## config.mk

```make
export PLATFORM = sky130hd
export DESIGN_NAME = reset_sequencer
export DESIGN_NICKNAME = d
export VERILOG_FILES = /design/src/rtl/reset_sequencer.sv
export SDC_FILE = /design/constraint.sdc
export NUM_CORES = 1
export LEC_CHECK = 0
export ABC_AREA = 1
export ABC_CLOCK_PERIOD_IN_PS = 1700
export BUFFER_PORTS_ARGS = -buffer_cell sky130_fd_sc_hd__buf_2
export CAP_MARGIN = 20
export CORE_MARGIN = 2
export CORE_UTILIZATION = 35
export CTS_CLUSTER_SIZE = 20
export DETAILED_ROUTE_END_ITERATION = 10
export HOLD_SLACK_MARGIN = 0.15
export PLACE_DENSITY = 0.57
export SLEW_MARGIN = 20
export SYNTH_ARGS = -nofsm -noshare
export SYNTH_HDL_FRONTEND = slang
export SYNTH_SLANG_ARGS = --single-unit
export TNS_END_PERCENT = 5
```

## constraint.sdc

```tcl
create_clock -name clk -period 1.7 [get_ports clk]
set_input_delay 0.17 -clock clk [delete_from_list [all_inputs] [get_ports clk]]
set_output_delay 0.17 -clock clk [all_outputs]
set_load 0.01 [all_outputs]
```

## src/rtl/reset_sequencer.sv

```systemverilog
// reset_sequencer: power-on hold plus debounced push-button reset, with the released pulse stretched to a minimum width.
// Latency: s1 reaches btn_level after 2 synchronizer edges plus DEBOUNCE_CYCLES; a btn_level change reaches sys_resetn one edge later.
// Flow control: none; this is a free-running control block with no handshakes.
//
// Ports:
//   clk        in   system clock
//   resetn     in   asynchronous active-low reset (PLL lock / board reset)
//   s1         in   raw asynchronous push-button
//   sys_resetn out  registered active-low reset for downstream logic
//   btn_level  out  debounced s1
//   rst_state  out  0=POR 1=RUN 2=HOLD 3=STRETCH
//   btn_resets out  saturating count of button-initiated resets
module reset_sequencer #(
  parameter int unsigned POR_CYCLES       = 65535,
  parameter int unsigned DEBOUNCE_CYCLES  = 480000,
  parameter int unsigned MIN_PULSE        = 1024,
  parameter bit          BTN_ACTIVE_LEVEL = 1'b0
) (
  input  logic       clk,
  input  logic       resetn,
  input  logic       s1,
  output logic       sys_resetn,
  output logic       btn_level,
  output logic [1:0] rst_state,
  output logic [7:0] btn_resets
);

  localparam logic [1:0] ST_POR     = 2'd0;
  localparam logic [1:0] ST_RUN     = 2'd1;
  localparam logic [1:0] ST_HOLD    = 2'd2;
  localparam logic [1:0] ST_STRETCH = 2'd3;

  // A parameter of 1 would give a zero-width counter; keep at least one bit.
  localparam int POR_W = (POR_CYCLES      > 1) ? $clog2(POR_CYCLES)      : 1;
  localparam int DEB_W = (DEBOUNCE_CYCLES > 1) ? $clog2(DEBOUNCE_CYCLES) : 1;
  localparam int PUL_W = (MIN_PULSE       > 1) ? $clog2(MIN_PULSE)       : 1;

  localparam logic [POR_W-1:0] POR_LOAD   = POR_W'(POR_CYCLES - 1);
  localparam logic [DEB_W-1:0] DEB_LAST   = DEB_W'(DEBOUNCE_CYCLES - 1);
  localparam logic [PUL_W-1:0] PULSE_LOAD = PUL_W'(MIN_PULSE - 1);

  logic             r_sync1;
  logic             r_sync2;
  logic             r_btn_level;
  logic [DEB_W-1:0] r_deb_cnt;
  logic [POR_W-1:0] r_por_cnt;
  logic [PUL_W-1:0] r_pulse_cnt;
  logic [1:0]       r_state;
  logic             r_sys_resetn;
  logic [7:0]       r_btn_resets;

  logic             w_btn_req;
  logic [1:0]       w_next_state;
  logic             w_btn_inc;

  // Two-flop synchronizer; idles at the released level so reset never looks like a press.
  always_ff @(posedge clk or negedge resetn) begin
    if (!resetn) begin
      r_sync1 <= ~BTN_ACTIVE_LEVEL;
      r_sync2 <= ~BTN_ACTIVE_LEVEL;
    end else begin
      r_sync1 <= s1;
      r_sync2 <= r_sync1;
    end
  end

  // Debounce: the synchronized level must disagree with btn_level on
  // DEBOUNCE_CYCLES consecutive edges; any agreement restarts the count.
  always_ff @(posedge clk or negedge resetn) begin
    if (!resetn) begin
      r_btn_level <= ~BTN_ACTIVE_LEVEL;
      r_deb_cnt   <= '0;
    end else if (r_sync2 != r_btn_level) begin
      if (r_deb_cnt == DEB_LAST) begin
        r_btn_level <= r_sync2;
        r_deb_cnt   <= '0;
      end else begin
        r_deb_cnt <= r_deb_cnt + DEB_W'(1);
      end
    end else begin
      r_deb_cnt <= '0;
    end
  end

  assign w_btn_req = (r_btn_level == BTN_ACTIVE_LEVEL);

  always_comb begin
    w_next_state = r_state;
    w_btn_inc    = 1'b0;
    case (r_state)
      ST_POR: begin
        // A button held through power-on keeps the system in POR.
        if (r_por_cnt == '0 && !w_btn_req) w_next_state = ST_RUN;
      end
      ST_RUN: begin
        if (w_btn_req) begin
          w_next_state = ST_HOLD;
          w_btn_inc    = 1'b1;
        end
      end
      ST_HOLD: begin
        if (!w_btn_req) w_next_state = ST_STRETCH;
      end
      default: begin
        // A re-press during the stretch is the same reset event, so no count.
        if (w_btn_req)                w_next_state = ST_HOLD;
        else if (r_pulse_cnt == '0)   w_next_state = ST_RUN;
      end
    endcase
  end

  always_ff @(posedge clk or negedge resetn) begin
    if (!resetn) begin
      r_state <= ST_POR;
    end else begin
      r_state <= w_next_state;
    end
  end

  // POR counter only runs down from reset and parks at zero.
  always_ff @(posedge clk or negedge resetn) begin
    if (!resetn) begin
      r_por_cnt <= POR_LOAD;
    end else if (r_state == ST_POR && r_por_cnt != '0) begin
      r_por_cnt <= r_por_cnt - POR_W'(1);
    end
  end

  always_ff @(posedge clk or negedge resetn) begin
    if (!resetn) begin
      r_pulse_cnt <= '0;
    end else if (r_state == ST_HOLD && !w_btn_req) begin
      r_pulse_cnt <= PULSE_LOAD;
    end else if (r_state == ST_STRETCH && !w_btn_req && r_pulse_cnt != '0) begin
      r_pulse_cnt <= r_pulse_cnt - PUL_W'(1);
    end
  end

  always_ff @(posedge clk or negedge resetn) begin
    if (!resetn) begin
      r_btn_resets <= '0;
    end else if (w_btn_inc && r_btn_resets != 8'hFF) begin
      r_btn_resets <= r_btn_resets + 8'd1;
    end
  end

  // Loaded from the next state so the output edge coincides with entering or
  // leaving RUN; being a flop it cannot glitch high between edges.
  always_ff @(posedge clk or negedge resetn) begin
    if (!resetn) begin
      r_sys_resetn <= 1'b0;
    end else begin
      r_sys_resetn <= (w_next_state == ST_RUN);
    end
  end

  assign sys_resetn = r_sys_resetn;
  assign btn_level  = r_btn_level;
  assign rst_state  = r_state;
  assign btn_resets = r_btn_resets;

endmodule

```

==> results of run 1 <==
[report_power, final]
part	switching, W	total (W)	internal, W
combinational	0.0000461	0.0000664	0.0000203
sequential	0.00000562	0.00142	0.00142
clock	0.000574	0.00143	0.000860
total	0.000625	0.00292	0.00230
[worst max path at each step]
| stage | to | slack [ns] | depth (start not counted) |
|---|---|---|---|
| final | btn_resets[7] | 0.19 | 8 |
| after detailed placement | r_deb_cnt[12] | 0.13 | 6 |
| after global routing | btn_resets[7] | 0.03 | 8 |
| after CTS | r_deb_cnt[12] | 0.12 | 6 |
| after floorplan | r_deb_cnt[12] | 0.27 | 6 |
| after global placement | r_deb_cnt[16] | 0.19 | 6 |
[layout by cell type, fill, tap and decap left out, types with 3 or more instances in the layout]
master / synthesis / final
dfrtp_1: 41 / 41
o21ai_1: 3 / 3
nor2_1: 78 / 78
nor3_1: 6 / 6
ha_1: 5 / 5
xor2_1: 22 / 22
buf_2: 0 / 14
dfstp_2: 18 / 18
clkbuf_8: 0 / 10
nand2_2: 8 / 7
xnor2_1: 6 / 6
nor2_2: 9 / 9
o21ai_2: 5 / 4
inv_1: 51 / 51
nand3_1: 24 / 24
buf_4: 0 / 4
o21ai_0: 20 / 20
nand2_1: 138 / 138
nand4_1: 6 / 6
[layout make-up]
cell class | instances | area [sq um] | share of cell area
multi-input combinational | 339 | 1674 | 0.4282
sequential | 59 | 1499 | 0.3834
inverter | 55 | 211.5 | 0.05408
tap | 133 | 166.4 | 0.04256
clock buffer | 11 | 141.4 | 0.03616
timing repair buffer | 21 | 140.1 | 0.03584
clock inverter | 5 | 77.57 | 0.01984
[metal layers]
| metal | vias up | global-route usage | share of wire |
|---|---|---|---|
| met5 | - | 0 | 0 |
| met4 | 0 | 0.05466 | 0.014 |
| met3 | 13 | 0.03864 | 0.030 |
| met2 | 38 | 0.2187 | 0.44 |
| met1 | 1256 | 0.1987 | 0.51 |
| li1 | 1471 | - | - |
[timing repair]
action	4_1_cts	5_1_grt
hold buffers	2	0
setup endpoints to repair	0	7
hold endpoints to repair	60	0
resized for setup	0	2
[sequential cells by signal, indices dropped and copies added (netlist names)]
signal	cells
r_pulse_cnt	10
btn_level	1
r_por_cnt	16
btn_resets	8
rst_state	2
r_sync2	1
r_sync1	1
r_deb_cnt	19
sys_resetn	1
[stage by stage]
stage / power [W] / utilization / instance area [sq um] / hold slack, ns
6_report: 0.002922 / 0.4056 / 3910 / 0.3585
3_3_place_gp: 0.001510 / 0.3795 / 3659 / 0.2073
5_1_grt: 0.003048 / 0.4056 / 3910 / 0.3657
4_1_cts: 0.002976 / 0.4043 / 3897 / 0.3611
2_1_floorplan: 0.001465 / - / 3413 / -0.1256
3_5_place_dp: 0.001512 / 0.3795 / 3659 / 0.2066
[cell families after synthesis]
family                     after synthesis
and+or+nand+nor                        275
DFF                                     59
buffers and inverters                   58
AOI/OAI and AO/OA                       31
xor gates and xnor gates                28
adders and majority gates                5
==> flow_summary_export.csv, run 1 <==
group,metric,value,unit
timing,maxSlewHeadroom,0.7508,
setup_path,rrSetupSlack,0.19,ns
yosys,syn_nets,464,
yosys,synth_xor_area_frac,0.07185,
die,die_h,102.8,um
yosys,synth_edf_count,0,
setup_path,path_cells,"ha_1 > nand3_1 > nor2_1 > nand3_1 > nand2_4 > inv_2 > nand2_1 > o21ai_0",
min_path,whs_endpoint,"r_sync2",
drt,drc,0,
pwr,powerDensity,747.3,mW/mm^2
yosys,synth-simple-area-share,0.3453,
pwr,p_leak,1.920,nW
status,status,"finished, final reports clean",
yosys,yosysMostFrequentCell,"nand2_1",
die,die_area,0.01056,sq mm
die,ios,15,
yosys,synth-seq-cells,59,
yosys,syn_area_per_cell,7.485,sq um
yosys,synth_area,0.003413,sq mm
drt,dr.pass1.iters,4,
timing,clock_skew,0.01130,ns
drt,drtIter0Drc,123,
yosys,synth_top_family_by_area,"simple AND/OR/NAND/NOR gates",
yosys,yosys-top-cells-count,"nand2_1, nor2_1, inv_1",
setup_path,r2r_cells,8,
timing,fin_crit,1.510,ns
grt,grt_pass1_wl,11830,um
setup_path,reg2reg_to,"btn_resets[7]",
drt,drt-total-wl,6831,um
placed_design,dpl.hpwl,4886,um
yosys,synth-seq-area-share,0.4391,
setup_path,crit_family,"simple AND/OR/NAND/NOR gates",
setup_path,required,1.93,ns
cts,ctsLongestPathBuffers,2,
yosys,ys_types,27,
setup_path,critPathMostFrequentCell,"nand3_1",
setup_path,crit_buf_inv,1,
yosys,synthCells,456,
final_layout,fin_cells,623,
setup_path,critPathCaptureType,"register",
yosys,synth_ff_type,"dfrtp_1",
drt,via_per_inst,4.459,
min_path,hp-start,"r_sync1",
placed_design,dp_slack,0.1289,ns
grt,grt-ovfl-total,0,
yosys,synth_top_area_frac,0.3006,
grt,antenna_found_initial,0,
die,fp.coreArea,0.009639,sq mm
final_layout,drive_above_1_share,0.1694,
cts,clockRootBuffer,"clkbuf_8",
setup_path,critPathMaxFanout,8,
cts,post-cts-setup-buffer-count,0,
grt,grt_pass1_vias,2585,
drt,ant_nets,0,
cts,clk_latency,0.34,ns
drt,wl_per_cell,10.96,um
cts,cts_tree,"done",
placed_design,dp.cells,605,
setup_path,crit_slowest_cell,"dfrtp_1",
setup_path,arrival,1.74,ns
yosys,yosysTopAreaCell,"dfrtp_1",
grt,grt.total_usage,0.1446,
cts,path_clk_slew,0.07,ns
timing,finalMaxSlewViolations,0,
yosys,synth-compound-area-share,0.05132,
final_layout,nets,493,
setup_path,critPathMaxStageDelay,0.41,ns
die,die_w,102.8,um
timing,min_period_over_period,0.8880,
yosys,async_flop_share,1.000,
yosys,yosysWarningCount,0,
cts,cts_made_buffers,9,
yosys,yosys-top-cells-area,"dfrtp_1, nand2_1, dfstp_2",
placed_design,port_buffers,14,
final_layout,area_growth_syn_to_layout,14.55,%
timing,worst_pin_slew,0.3710,ns
yosys,synthAdderAreaFrac,0.01833,
setup_path,crit_path_start_kind,"register",
pwr,worst_ir_drop_vdd,0.4796,mV
setup_path,criticalPathCategory,"register to register",
yosys,synthMuxAreaShare,0,
timing,rsz0062_at_grt,"no",
grt,grt_max_degree,60,
final_layout,n_antenna_cell,0,
min_path,worstHoldPathType,"register to register",
die,num_rows,36,
min_path,hold_path_depth,0,
drt,vias,2778,
setup_path,cp-startpoint,"btn_resets[1]",
setup_path,reg2reg_from,"btn_resets[1]",
placed_design,gp_congestion,0.8412,
timing,tns,0,ns
timing,final-setup-viol-count,0,
final_layout,fillCellCount,1015,
cts,clock_sinks,59,
timing,fmax,662.4,MHz
job,cap_violations,0,
cts,h-tree-depth,3,
timing,final_hold_viol_count,0,
timing,final.setup.worst_slack,0.1904,ns
die,initial_core_util,0.3541,
Note: power is estimated with default switching activity, not from simulation.
==> run 2, diff against run 1 <==
--- a/config.mk
+++ b/config.mk
@@ -6,7 +6,7 @@
 export NUM_CORES = 1
 export LEC_CHECK = 0
 export ABC_AREA = 1
-export ABC_CLOCK_PERIOD_IN_PS = 1700
+export ABC_CLOCK_PERIOD_IN_PS = 1600
 export BUFFER_PORTS_ARGS = -buffer_cell sky130_fd_sc_hd__buf_2
 export CAP_MARGIN = 20
 export CORE_MARGIN = 2
==> constraint.sdc (replaced) <==
create_clock -name clk -period 1.6 [get_ports clk]
set_input_delay 0.16 -clock clk [delete_from_list [all_inputs] [get_ports clk]]
set_output_delay 0.16 -clock clk [all_outputs]
set_load 0.01 [all_outputs]
==> run 2 against run 1 <==
- utilization up 0.18 points
- sequential cell count is the same
- fmax up 2.7%
- non-clock buffer count up 5
- highest routed layer unchanged
- clock power shrank 10%
- wire length down 0.40%
==> flow_summary_export.csv, run 2 (same netlist as run 1, synthesis figures left out) <==
group,metric,value,unit
cts,path_clk_slew,0.07,ns
job,cap_violations,0,
setup_path,criticalPathCategory,"register to register",
placed_design,post_dp_cell_area,0.003701,sq mm
grt,antenna_found_initial,0,
drt,drtIter0Drc,74,
final_layout,n_antenna_cell,0,
final_layout,final_util,0.4075,
pwr,powerDensity,730.0,mW/mm^2
final_layout,nets,498,
timing,worst_pin_slew,0.3638,ns
final_layout,reg_top3,"r_deb_cnt (19), r_por_cnt (16), r_pulse_cnt (10)",
timing,rsz0062_at_grt,"no",
placed_design,gp_congestion,0.9135,
pwr,p_leak,1.933,nW
final_layout,area_growth_syn_to_layout,15.07,%
setup_path,reg2reg_to,"r_por_cnt[9]",
cts,clockRootBuffer,"clkbuf_8",
final_layout,regMostFlops,"r_deb_cnt",
die,die_h,102.8,um
die,num_rows,36,
die,die_w,102.8,um
drt,dr.pass1.iters,4,
cts,clk_latency,0.34,ns
timing,tns,0,ns
drt,vias,2764,
final_layout,design_area,0.003928,sq mm
timing,fin_crit,1.470,ns
final_layout,final_common_cell,"nand2_1",
timing,final_hold_viol_count,0,
drt,drc,0,
final_layout,mostFrequentLayoutCells,"nand2_1, nor2_1, inv_1",
cts,h-tree-depth,3,
setup_path,reg2reg_from,"r_por_cnt[1]",
grt,grt_max_degree,60,
setup_path,r2r_cells,9,
setup_path,rrSetupSlack,0.13,ns
cts,ctsLongestPathBuffers,2,
placed_design,port_buffers,14,
pwr,power_switching,0.0006880,W
setup_path,arrival,1.73,ns
timing,clock_skew,0.007516,ns
drt,drt-total-wl,6804,um
pwr,switching_share,0.2400,
timing,maxSlewHeadroom,0.7556,
grt,grt_pass1_vias,2541,
cts,cts_made_buffers,9,
die,ios,15,
placed_design,dpl.hpwl,4883,um
grt,grt_pass1_wl,11810,um
drt,wl_per_cell,10.83,um
setup_path,required,1.86,ns
pwr,p_int,0.002179,W
drt,ant_nets,0,
pwr,worst_ir_drop_vdd,0.5209,mV
timing,min_period_over_period,0.9189,
setup_path,crit_path_start_kind,"register",
cts,clock_sinks,59,
pwr,clock_power_share,0.447,
die,initial_core_util,0.3541,
status,status,"finished, final reports clean",
final_layout,drive_above_1_share,0.1818,
grt,grt.total_usage,0.1423,
drt,via_per_inst,4.401,
setup_path,critPathMaxFanout,18,
cts,cts_tree,"done",
die,die_area,0.01056,sq mm
pwr,p_seq_frac,0.527,
final_layout,largest_reg_flops,19,
pwr,p_comb_frac,0.027,
min_path,worstHoldPathType,"input port to async pin",
timing,fmax,680.2,MHz
timing,final-setup-viol-count,0,
grt,grt-ovfl-total,0,
die,fp.coreArea,0.009639,sq mm
timing,finalMaxSlewViolations,0,
setup_path,critPathCaptureType,"register",
[run 2: worst max path at each step]
stage	from	end	slack, ns	cells past startpoint
detailed placement	btn_resets[1]	btn_resets[7]	0.09	8
global placement	btn_resets[1]	btn_resets[7]	0.08	8
floorplan	r_deb_cnt[0]	r_deb_cnt[12]	0.17	6
CTS	btn_resets[1]	btn_resets[7]	0.07	8
finish	r_por_cnt[1]	r_por_cnt[9]	0.13	9
global route	r_deb_cnt[1]	r_deb_cnt[14]	0.008	8
[run 2: through the flow]
step / worst slack, ns / instances / hold slack (ns) / total power [W]
global placement: 0.08070 / 609 / 0.1998 / 0.001613
CTS: 0.07108 / 627 / 0.3641 / 0.002923
global route: 0.007985 / 628 / 0.3702 / 0.002987
floorplan: 0.1668 / 456 / -0.1356 / 0.001556
finish: 0.1298 / 628 / 0.3504 / 0.002867
detailed placement: 0.09158 / 609 / 0.2013 / 0.001613
[run 2: area by class of cell]
cell class                 count  area, sq um
fill                        1032         5712
multi-input combinational    339         1669
sequential                    59         1499
inverter                      55        214.0
timing repair buffer          26        190.2
tap                          133        166.4
clock buffer                  11        151.4
clock inverter                 5        37.54
[run 2: routing by layer]
layer / vias to the layer above / track usage / wire length, um
met5: - / 0 / 0
met4: 0 / 0.04251 / 73
met3: 6 / 0.03661 / 191
met2: 18 / 0.2177 / 3053
met1: 1258 / 0.1994 / 3485
li1: 1482 / - / -
[run 2: power groups by stage]
| stage | logic [W] | registers (W) | clock network [W] |
|---|---|---|---|
| 2_1_floorplan | 0.0000199 | 0.00154 | 0 |
| 3_3_place_gp | 0.0000767 | 0.00154 | 0 |
| 3_5_place_dp | 0.0000771 | 0.00154 | 0 |
| 4_1_cts | 0.0000811 | 0.00151 | 0.00133 |
| 5_1_grt | 0.0000882 | 0.00151 | 0.00139 |
| 6_report | 0.0000765 | 0.00151 | 0.00128 |
[run 2: what timing repair did]
action / 4_1_cts / 5_1_grt
endpoints found under the setup margin: 0 / 9
buffers inserted: 0 / 1
hold endpoints to repair: 60 / 0
resized for setup: 0 / 3
hold buffers: 2 / 0
[run 2: worst max-delay path: stages (launching register included)]
cell and delay (ns):
dfstp_2 0.54, inv_1 0.06, ha_1 0.17, nand2_1 0.10
nor2_4 0.05, nand2_4 0.07, nand2_8 0.10, inv_8 0.16
nand2_1 0.06, o21ai_0 0.07
